File: config.mk
export PLATFORM = sky130hd
export DESIGN_NAME = ysyx_24070014_mem_arbiter
export DESIGN_NICKNAME = d
export VERILOG_FILES = /design/src/rtl/ysyx_24070014_mem_pkg.sv /design/src/rtl/ysyx_24070014_rr_arb2.sv /design/src/rtl/ysyx_24070014_mem_arbiter.sv
export SDC_FILE = /design/constraint.sdc
export NUM_CORES = 1
export LEC_CHECK = 0
export BUFFER_PORTS_ARGS = -buffer_cell sky130_fd_sc_hd__buf_2
export CORE_UTILIZATION = 49
export DETAILED_ROUTE_END_ITERATION = 8
export PLACE_DENSITY = 0.86
export SLEW_MARGIN = 5
export SYNTH_ARGS = -nofsm -noshare
export SYNTH_HDL_FRONTEND = slang
export SYNTH_SLANG_ARGS = --single-unit
File: constraint.sdc
create_clock -name clk -period 9.3 [get_ports clk]
set_input_delay 0.465 -clock clk [delete_from_list [all_inputs] [get_ports clk]]
set_output_delay 0.465 -clock clk [all_outputs]
set_load 0.1 [all_outputs]
File: src/rtl/ysyx_24070014_mem_pkg.sv
// Shared definitions for the IFU/LSU memory-port arbiter: FSM encoding,
// requester ids, default timeout and the round-robin pick function.
package ysyx_24070014_mem_pkg;

    // Transaction FSM: one outstanding request at a time.
    typedef enum logic [1:0] {
        ST_IDLE  = 2'd0,
        ST_ISSUE = 2'd1,
        ST_WAIT  = 2'd2,
        ST_DRAIN = 2'd3
    } state_e;

    // Requester ids; the last-grant pointer holds one of these.
    localparam logic ID_IFU = 1'b0;
    localparam logic ID_LSU = 1'b1;

    // Cycles a WAIT may last before the block answers with a bus fault.
    localparam int DEFAULT_TIMEOUT = 255;

    // Two-way round-robin pick: a lone requester wins outright, and a tie
    // goes to whoever was not granted last. Returns ID_IFU when neither
    // is requesting; callers qualify the result with their own valid.
    function automatic logic rr_pick(input logic ifu_v, input logic lsu_v,
                                     input logic last_id);
        logic pick;
        if (ifu_v && lsu_v) begin
            pick = (last_id == ID_LSU) ? ID_IFU : ID_LSU;
        end else if (lsu_v) begin
            pick = ID_LSU;
        end else begin
            pick = ID_IFU;
        end
        return pick;
    endfunction

endpackage

File: src/rtl/ysyx_24070014_rr_arb2.sv
// Two-input round-robin arbiter: combinational grant plus the registered
// last-grant pointer. Grants only when enabled by the owning FSM.
module ysyx_24070014_rr_arb2
    import ysyx_24070014_mem_pkg::*;
(
    input  logic clk,
    input  logic reset,
    input  logic en,
    input  logic req_ifu,
    input  logic req_lsu,
    output logic gnt_valid,
    output logic gnt_id,
    output logic gnt_ifu,
    output logic gnt_lsu
);

    logic last_q;
    logic last_d;

    // Grant decision and pointer update; the pointer moves on every grant
    // so ties alternate strictly.
    always_comb begin
        gnt_valid = en && (req_ifu || req_lsu);
        gnt_id    = rr_pick(req_ifu, req_lsu, last_q);
        gnt_ifu   = gnt_valid && (gnt_id == ID_IFU);
        gnt_lsu   = gnt_valid && (gnt_id == ID_LSU);
        last_d    = gnt_valid ? gnt_id : last_q;
    end

    // Last-grant pointer; resets to LSU so IFU wins the first tie.
    always_ff @(posedge clk or posedge reset) begin
        if (reset) begin
            last_q <= ID_LSU;
        end else begin
            last_q <= last_d;
        end
    end

endmodule

File: src/rtl/ysyx_24070014_mem_arbiter.sv
// Shares the single memory port between instruction fetch and load/store.
// One transaction in flight; responses are registered and returned to the
// granted requester as a one-cycle pulse; a stuck WAIT ends in a fault.
module ysyx_24070014_mem_arbiter
    import ysyx_24070014_mem_pkg::*;
#(
    parameter int ADDR_W  = 32,
    parameter int DATA_W  = 32,
    parameter int TIMEOUT = DEFAULT_TIMEOUT
) (
    input  logic                clk,
    input  logic                reset,

    input  logic                ifu_req_valid,
    output logic                ifu_req_ready,
    input  logic [ADDR_W-1:0]   ifu_addr,

    input  logic                lsu_req_valid,
    output logic                lsu_req_ready,
    input  logic [ADDR_W-1:0]   lsu_addr,
    input  logic [DATA_W-1:0]   lsu_wdata,
    input  logic [DATA_W/8-1:0] lsu_wmask,

    output logic                ifu_resp_valid,
    output logic                lsu_resp_valid,
    output logic [DATA_W-1:0]   resp_rdata,
    output logic                resp_err,

    output logic                mem_req_valid,
    input  logic                mem_req_ready,
    output logic [ADDR_W-1:0]   mem_addr,
    output logic [DATA_W-1:0]   mem_wdata,
    output logic [DATA_W/8-1:0] mem_wmask,
    input  logic                mem_resp_valid,
    input  logic [DATA_W-1:0]   mem_rdata
);

    localparam int MASK_W = DATA_W / 8;
    localparam int CNT_W  = $clog2(TIMEOUT + 1);
    localparam logic [CNT_W-1:0] CNT_LIMIT = CNT_W'(TIMEOUT);

    state_e              state_q, state_d;
    logic [ADDR_W-1:0]   addr_q,  addr_d;
    logic [DATA_W-1:0]   wdata_q, wdata_d;
    logic [MASK_W-1:0]   wmask_q, wmask_d;
    logic                id_q,    id_d;
    logic [CNT_W-1:0]    cnt_q,   cnt_d;
    logic [DATA_W-1:0]   rdata_q, rdata_d;
    logic                err_q,   err_d;
    logic                ifu_rv_q, ifu_rv_d;
    logic                lsu_rv_q, lsu_rv_d;

    logic arb_en;
    logic gnt_valid;
    logic gnt_id;
    logic gnt_ifu;
    logic gnt_lsu;

    // Grants are only offered from IDLE; holding off during reset keeps
    // every output low while reset is asserted.
    assign arb_en = (state_q == ST_IDLE) && !reset;

    ysyx_24070014_rr_arb2 u_arb (
        .clk       (clk),
        .reset     (reset),
        .en        (arb_en),
        .req_ifu   (ifu_req_valid),
        .req_lsu   (lsu_req_valid),
        .gnt_valid (gnt_valid),
        .gnt_id    (gnt_id),
        .gnt_ifu   (gnt_ifu),
        .gnt_lsu   (gnt_lsu)
    );

    assign ifu_req_ready  = gnt_ifu;
    assign lsu_req_ready  = gnt_lsu;
    assign mem_addr       = addr_q;
    assign mem_wdata      = wdata_q;
    assign mem_wmask      = wmask_q;
    assign resp_rdata     = rdata_q;
    assign resp_err       = err_q;
    assign ifu_resp_valid = ifu_rv_q;
    assign lsu_resp_valid = lsu_rv_q;

    // Next-state, request latching, timeout counting and response staging.
    always_comb begin
        state_d       = state_q;
        addr_d        = addr_q;
        wdata_d       = wdata_q;
        wmask_d       = wmask_q;
        id_d          = id_q;
        cnt_d         = cnt_q;
        rdata_d       = rdata_q;
        err_d         = err_q;
        ifu_rv_d      = 1'b0;
        lsu_rv_d      = 1'b0;
        mem_req_valid = 1'b0;

        case (state_q)
            ST_IDLE: begin
                if (gnt_valid) begin
                    id_d    = gnt_id;
                    state_d = ST_ISSUE;
                    if (gnt_id == ID_LSU) begin
                        addr_d  = lsu_addr;
                        wdata_d = lsu_wdata;
                        wmask_d = lsu_wmask;
                    end else begin
                        // Fetches are always reads.
                        addr_d  = ifu_addr;
                        wdata_d = '0;
                        wmask_d = '0;
                    end
                end
            end

            ST_ISSUE: begin
                mem_req_valid = 1'b1;
                if (mem_req_ready) begin
                    cnt_d   = '0;
                    state_d = ST_WAIT;
                end
            end

            ST_WAIT: begin
                if (mem_resp_valid) begin
                    rdata_d = mem_rdata;
                    err_d   = 1'b0;
                    ifu_rv_d = (id_q == ID_IFU);
                    lsu_rv_d = (id_q == ID_LSU);
                    state_d = ST_IDLE;
                end else if (cnt_q == CNT_LIMIT) begin
                    // Give up: fault the requester, then swallow the late reply.
                    rdata_d = '0;
                    err_d   = 1'b1;
                    ifu_rv_d = (id_q == ID_IFU);
                    lsu_rv_d = (id_q == ID_LSU);
                    state_d = ST_DRAIN;
                end else begin
                    cnt_d = cnt_q + CNT_W'(1);
                end
            end

            ST_DRAIN: begin
                if (mem_resp_valid) begin
                    state_d = ST_IDLE;
                end
            end

            default: begin
                state_d = ST_IDLE;
            end
        endcase
    end

    // State and datapath registers; reset drops any in-flight transaction.
    always_ff @(posedge clk or posedge reset) begin
        if (reset) begin
            state_q  <= ST_IDLE;
            addr_q   <= '0;
            wdata_q  <= '0;
            wmask_q  <= '0;
            id_q     <= ID_IFU;
            cnt_q    <= '0;
            rdata_q  <= '0;
            err_q    <= 1'b0;
            ifu_rv_q <= 1'b0;
            lsu_rv_q <= 1'b0;
        end else begin
            state_q  <= state_d;
            addr_q   <= addr_d;
            wdata_q  <= wdata_d;
            wmask_q  <= wmask_d;
            id_q     <= id_d;
            cnt_q    <= cnt_d;
            rdata_q  <= rdata_d;
            err_q    <= err_d;
            ifu_rv_q <= ifu_rv_d;
            lsu_rv_q <= lsu_rv_d;
        end
    end

    // Memory may only answer while a transaction is outstanding.
    assert property (@(posedge clk) disable iff (reset)
        !(mem_resp_valid && ((state_q == ST_IDLE) || (state_q == ST_ISSUE))));

endmodule

; Yosys cells after proc, flatten, opt, wreduce, memory -nomap -nowiden
; Index checks and enable logic that the tools add are counted.
[word_totals]
in_bits = 138
ff_bits = 115
elab_cells = 65
output_inout_bits = 106
[classes]
addsub = 1
n_mux = 27
bitwise_logic = 2
eq_ne = 10
n_reduce_logical = 14
[ops]
columns = cell, count
row1 = 32-bit 2-to-1 mux, 4
row2 = 8-bit 2-to-1 mux, 3
row3 = 8-bit case mux with 2 select lines, 1
row4 = 1-bit 2-to-1 mux, 12
row5 = 2-bit 2-to-1 mux, 5
row6 = "2-bit != test, second input constant", 5
row7 = "8-bit by 1-bit adder with 8-bit output, second input constant", 1
row8 = "8-bit == test, second input constant", 1
row9 = 2-bit case mux with 4 select lines, 1
row10 = 4-bit AND reduction, 2
row11 = 1-bit logical AND, 5
row12 = "2-bit == test, second input constant", 2
row13 = 4-bit 2-to-1 mux, 1
row14 = 2-bit AND reduction, 2
row15 = 2-bit nonzero test, 2
row16 = "3-bit != test, second input constant", 1
row17 = "2-bit by 1-bit == test with 1-bit output, second input constant", 1
row18 = 2-bit logical NOT, 1
row19 = 1-bit NOT, 2
row20 = 1-bit logical NOT, 1
row21 = 1-bit logical OR, 1

; Longest topological paths before layout
[logic_depth]
depth_word = 5
mapped_depth = 6
ltp_nobuf = 5

; Modules after synthesis
; From an unflattened synthesis, not the netlist that was laid out.
[unflattened]
hier_cells = 457
area_unflattened_um2 = 4758.3
[modules_own_cells]
columns = module, area_each_um2, cells_per_inst, seq_area_each_um2, n_inst
row1 = ysyx_24070014_mem_arbiter, 4679.5, 447, 2852.7, 1
row2 = ysyx_24070014_rr_arb2, 78.8, 10, 26.3, 1

; Worst setup path after synthesis
; Ideal clock, no wire load.
[synth_timing]
path_kind = input -> output
startpoint = input reset
endpoint = output ifu_req_ready
n_path_buf = 2
slack_ps = 3574
arrival_ps = 5261
cell_stages = 5
required_time_ps = 8835
cell_sequence = inv_1 > o211ai_1 > buf_2 > clkbuf_1 > nor2_1
[synth_between]
elab_chain_len = 4
[synth_lines]
columns = item, line
row1 = from (decl), ysyx_24070014_mem_arbiter.sv:12  ; input logic reset,
row2 = 1-bit logical NOT (no source line), n/a
row3 = 1-bit logical AND, ysyx_24070014_mem_arbiter.sv:61  ; assign arb_en = (state_q == ST_IDLE) && !reset;
row4 = 1-bit logical AND, ysyx_24070014_rr_arb2.sv:23  ; gnt_valid = en && (req_ifu || req_lsu);
row5 = 1-bit logical AND, ysyx_24070014_rr_arb2.sv:25  ; gnt_ifu = gnt_valid && (gnt_id == ID_IFU);
row6 = to (decl), ysyx_24070014_mem_arbiter.sv:15  ; output logic ifu_req_ready,
; Every way passes these cells.

; Worst setup path after layout
[layout_timing]
startpoint = register u_arb.last_q
endpoint = output ifu_req_ready
[layout_between]
elab_chain_len = 4
[layout_lines]
columns = item, line
row1 = from (decl), ysyx_24070014_rr_arb2.sv:17  ; logic last_q;
row2 = from (signal assigned), ysyx_24070014_rr_arb2.sv:35  ; last_q <= last_d;
row3 = 1-bit 2-to-1 mux, ysyx_24070014_mem_pkg.sv:27  ; pick = (last_id == ID_LSU) ? ID_IFU : ID_LSU;
row4 = 1-bit 2-to-1 mux, ysyx_24070014_mem_pkg.sv:26  ; if (ifu_v && lsu_v) begin
row5 = 1-bit NOT, ysyx_24070014_rr_arb2.sv:25
row6 = 1-bit logical AND, ysyx_24070014_rr_arb2.sv:25
; Every way passes these cells.

==> results.cfg <==
[setup_path]
crit_arrival_ps = 2690
worstPathMaxFanout = 40
start_kind = flip-flop
cp_slowest_cell = a21boi_4
crit_family = buffers and inverters
end_kind = primary output
cp.buffers_inverters = 2
critPathMaxStageDelay_ps = 790
cp.required_ps = 8840
crit_type = reg -> out
path_cells = a21boi_4 -> buf_4 -> nor2_1 -> buf_2

[sta]
setup_slack_ps = 6150
fin_tns_setup_ps = 0
fin_crit_ps = 3150
grt_setup_unrepaired = no
slew_headroom_pct = 24.5
worst_slew_pin_slew_ps = 1130
fin_crit_sh_pct = 33.9
hold_viol = 0
fin_skew_ps = 11.7
setup_viol = 0
slew_viol_final = 0
fmax_ghz = 0.317

[routing]
drt-initial-drc-count = 139
via_per_inst = 5.13
wl_per_cell_um = 15.0
firstDrtPassIters = 4
drcViolationCount = 0
wirelength_mm = 12.3
vias = 4228
ant_nets = 0

[layout]
nFillCells = 718
seqCellArea_um2 = 2880
area_delta_synth_final_pct = 40.3
instances_no_fill = 824
antennaDiodeCount = 0
multi_input_area_um2 = 1710
layout-drive-gt1-share_pct = 41.2
nNetsFinal = 821

[logic_synthesis]
yosysUniqueCellTypes = 36
synthFlopType = dfrtp_1
postSynthAreaPerCell_um2 = 10.6
netlist_top_cells_count = 114 x dfrtp_1, 114 x nand2_1, 74 x o21ai_0
yosysTopAreaCell = dfrtp_1
ys_seq_elements = 115
synthTopCellsByArea = dfrtp_1 60%, nand2_1 9.1%, o21ai_0 7.8%
synth.top_cell.area_share_pct = 60.4
seq_area_frac_synth_pct = 61.0
synth_edf_count = 0
synth_cells = 447
syn_area_um2 = 4720
async_reset_ff_share_pct = 100
syn_nets = 586
yosys_warnings = 0

[clock_network]
cts_buffers = 17
hold_buffers = 0
cts_tree = built
clock_latency_ps = 510
cts-resized-gates = 0
cts_num_sinks = 115
root_buffer = clkbuf_8
post-cts-setup-buffers = 0
htree_levels = 4
clk_path_buf_depth = 2
clk_pin_slew_ps = 60

[grt]
grt_max_degree = 82
antenna_found_initial = 0
grt_pass1_vias = 4222
grt_pass1_wl_mm = 19.4
overflow = 0
grt_use_total_pct = 25.0

[die]
die_w_um = 100
coreArea_um2 = 9280
dieArea_um2 = 10000
io-pin-count = 244
start_util_pct = 50.9
fp.dieH_um = 100
num_rows = 35

[place]
place_congestion = 0.760
hpwl_mm = 8.77
io_buffers = 243
place_inst = 792
dp_slack_ps = 6430

[hold_path]
min_path_type = in -> async

[job]
maxCapViolCount = 0

[run_status]
status = finished, final reports clean
[worst reg2reg max path, delay by kind of cell, from the launching register on]
kind | cells | cell delay, ps
AO/OA/AOI/OAI | 2 | 900
buffers and inverters | 1 | 590
flip-flops | 1 | 380
multiplexers | 1 | 260
[placed cells by master (no fill, tap or decap), types with 2 or more instances in the layout]
cell / netlist / routed
buf_4: 0 / 4
a21o_1: 2 / 2
a31oi_1: 4 / 4
nor4_1: 3 / 3
mux2i_1: 34 / 34
nand2_1: 114 / 114
nor2_2: 2 / 2
clkinv_2: 0 / 3
clkbuf_1: 18 / 2
bufinv_16: 0 / 4
nor2_1: 6 / 6
inv_1: 5 / 4
o21ai_0: 74 / 74
nand4_1: 2 / 2
clkinvlp_4: 0 / 4
clkbuf_16: 0 / 16
nand3_1: 3 / 3
nor3_1: 2 / 2
dfrtp_1: 114 / 114
a22o_1: 32 / 32
buf_2: 8 / 243
or2_2: 2 / 2
[sequential cells by signal (all words and copies together) (netlist names)]
register and cells:
mem_wmask 4, mem_addr 32, resp_rdata 32, state_q 2
id_q 1, lsu_resp_valid 1, u_arb.last_q 1, ifu_resp_valid 1
mem_wdata 32, resp_err 1, cnt_q 8
[metal layers]
layer / global-route usage (%) / part of all wire (%) / vias to the layer above
met1: 28.8 / 39 / 2001
met3: 6.06 / 6.5 / 24
met5: 0 / 0 / -
li1: - / - / 2023
met2: 44.2 / 52 / 180
met4: 11.3 / 2.1 / 0
[stage by stage]
stage / area (µm²) / util [%] / hold slack (ps)
2_1_floorplan: 4720 / - / 426
3_3_place_gp: 6010 / 64.8 / 458
3_5_place_dp: 6010 / 64.8 / 466
4_1_cts: 6620 / 71.3 / 40.7
5_1_grt: 6630 / 71.4 / 64.7
6_report: 6630 / 71.4 / 23.7
[area by class of cell]
type,instances,area share [%]
Sequential cell,115,43.5
Multi-Input combinational cell,296,25.9
Timing Repair Buffer,247,18.8
Clock buffer,19,6.36
Clock inverter,13,2.76
Tap cell,129,2.44
Inverter,5,0.321
[cells by family (layout without fill, tap and decap cells)]
| logic type | count (synthesis) | in the layout | synth area share (%) |
|---|---|---|---|
| AO/OA/AOI/OAI | 120 | 120 | 16.0 |
| adder cells (fa/ha/maj) | 1 | 1 | 0.265 |
| buffers and inverters | 36 | 284 | 3.23 |
| flip-flops | 115 | 115 | 61.0 |
| multiplexers | 34 | 34 | 7.21 |
| AND/OR/NAND/NOR | 141 | 141 | 12.4 |
[path summary, 6_finish.rpt]
check | cells past startpoint | endpoint | slack, ps | start
max | 4 | ifu_req_ready | 6150 | u_arb.last_q
min | 2 | mem_addr[17] | 20 | reset
max reg2reg | 4 | mem_addr[4] | 7020 | u_arb.last_q
min reg2reg | 2 | mem_wdata[22] | 470 | mem_wdata[22]
max in group asynchronous | 3 | resp_rdata[20] | 8000 | reset
min in group clk | 2 | state_q[0] | 170 | mem_req_ready
Power is not shown: default switching activity piles up to over one toggle a cycle in this logic, so the estimate is an artifact.
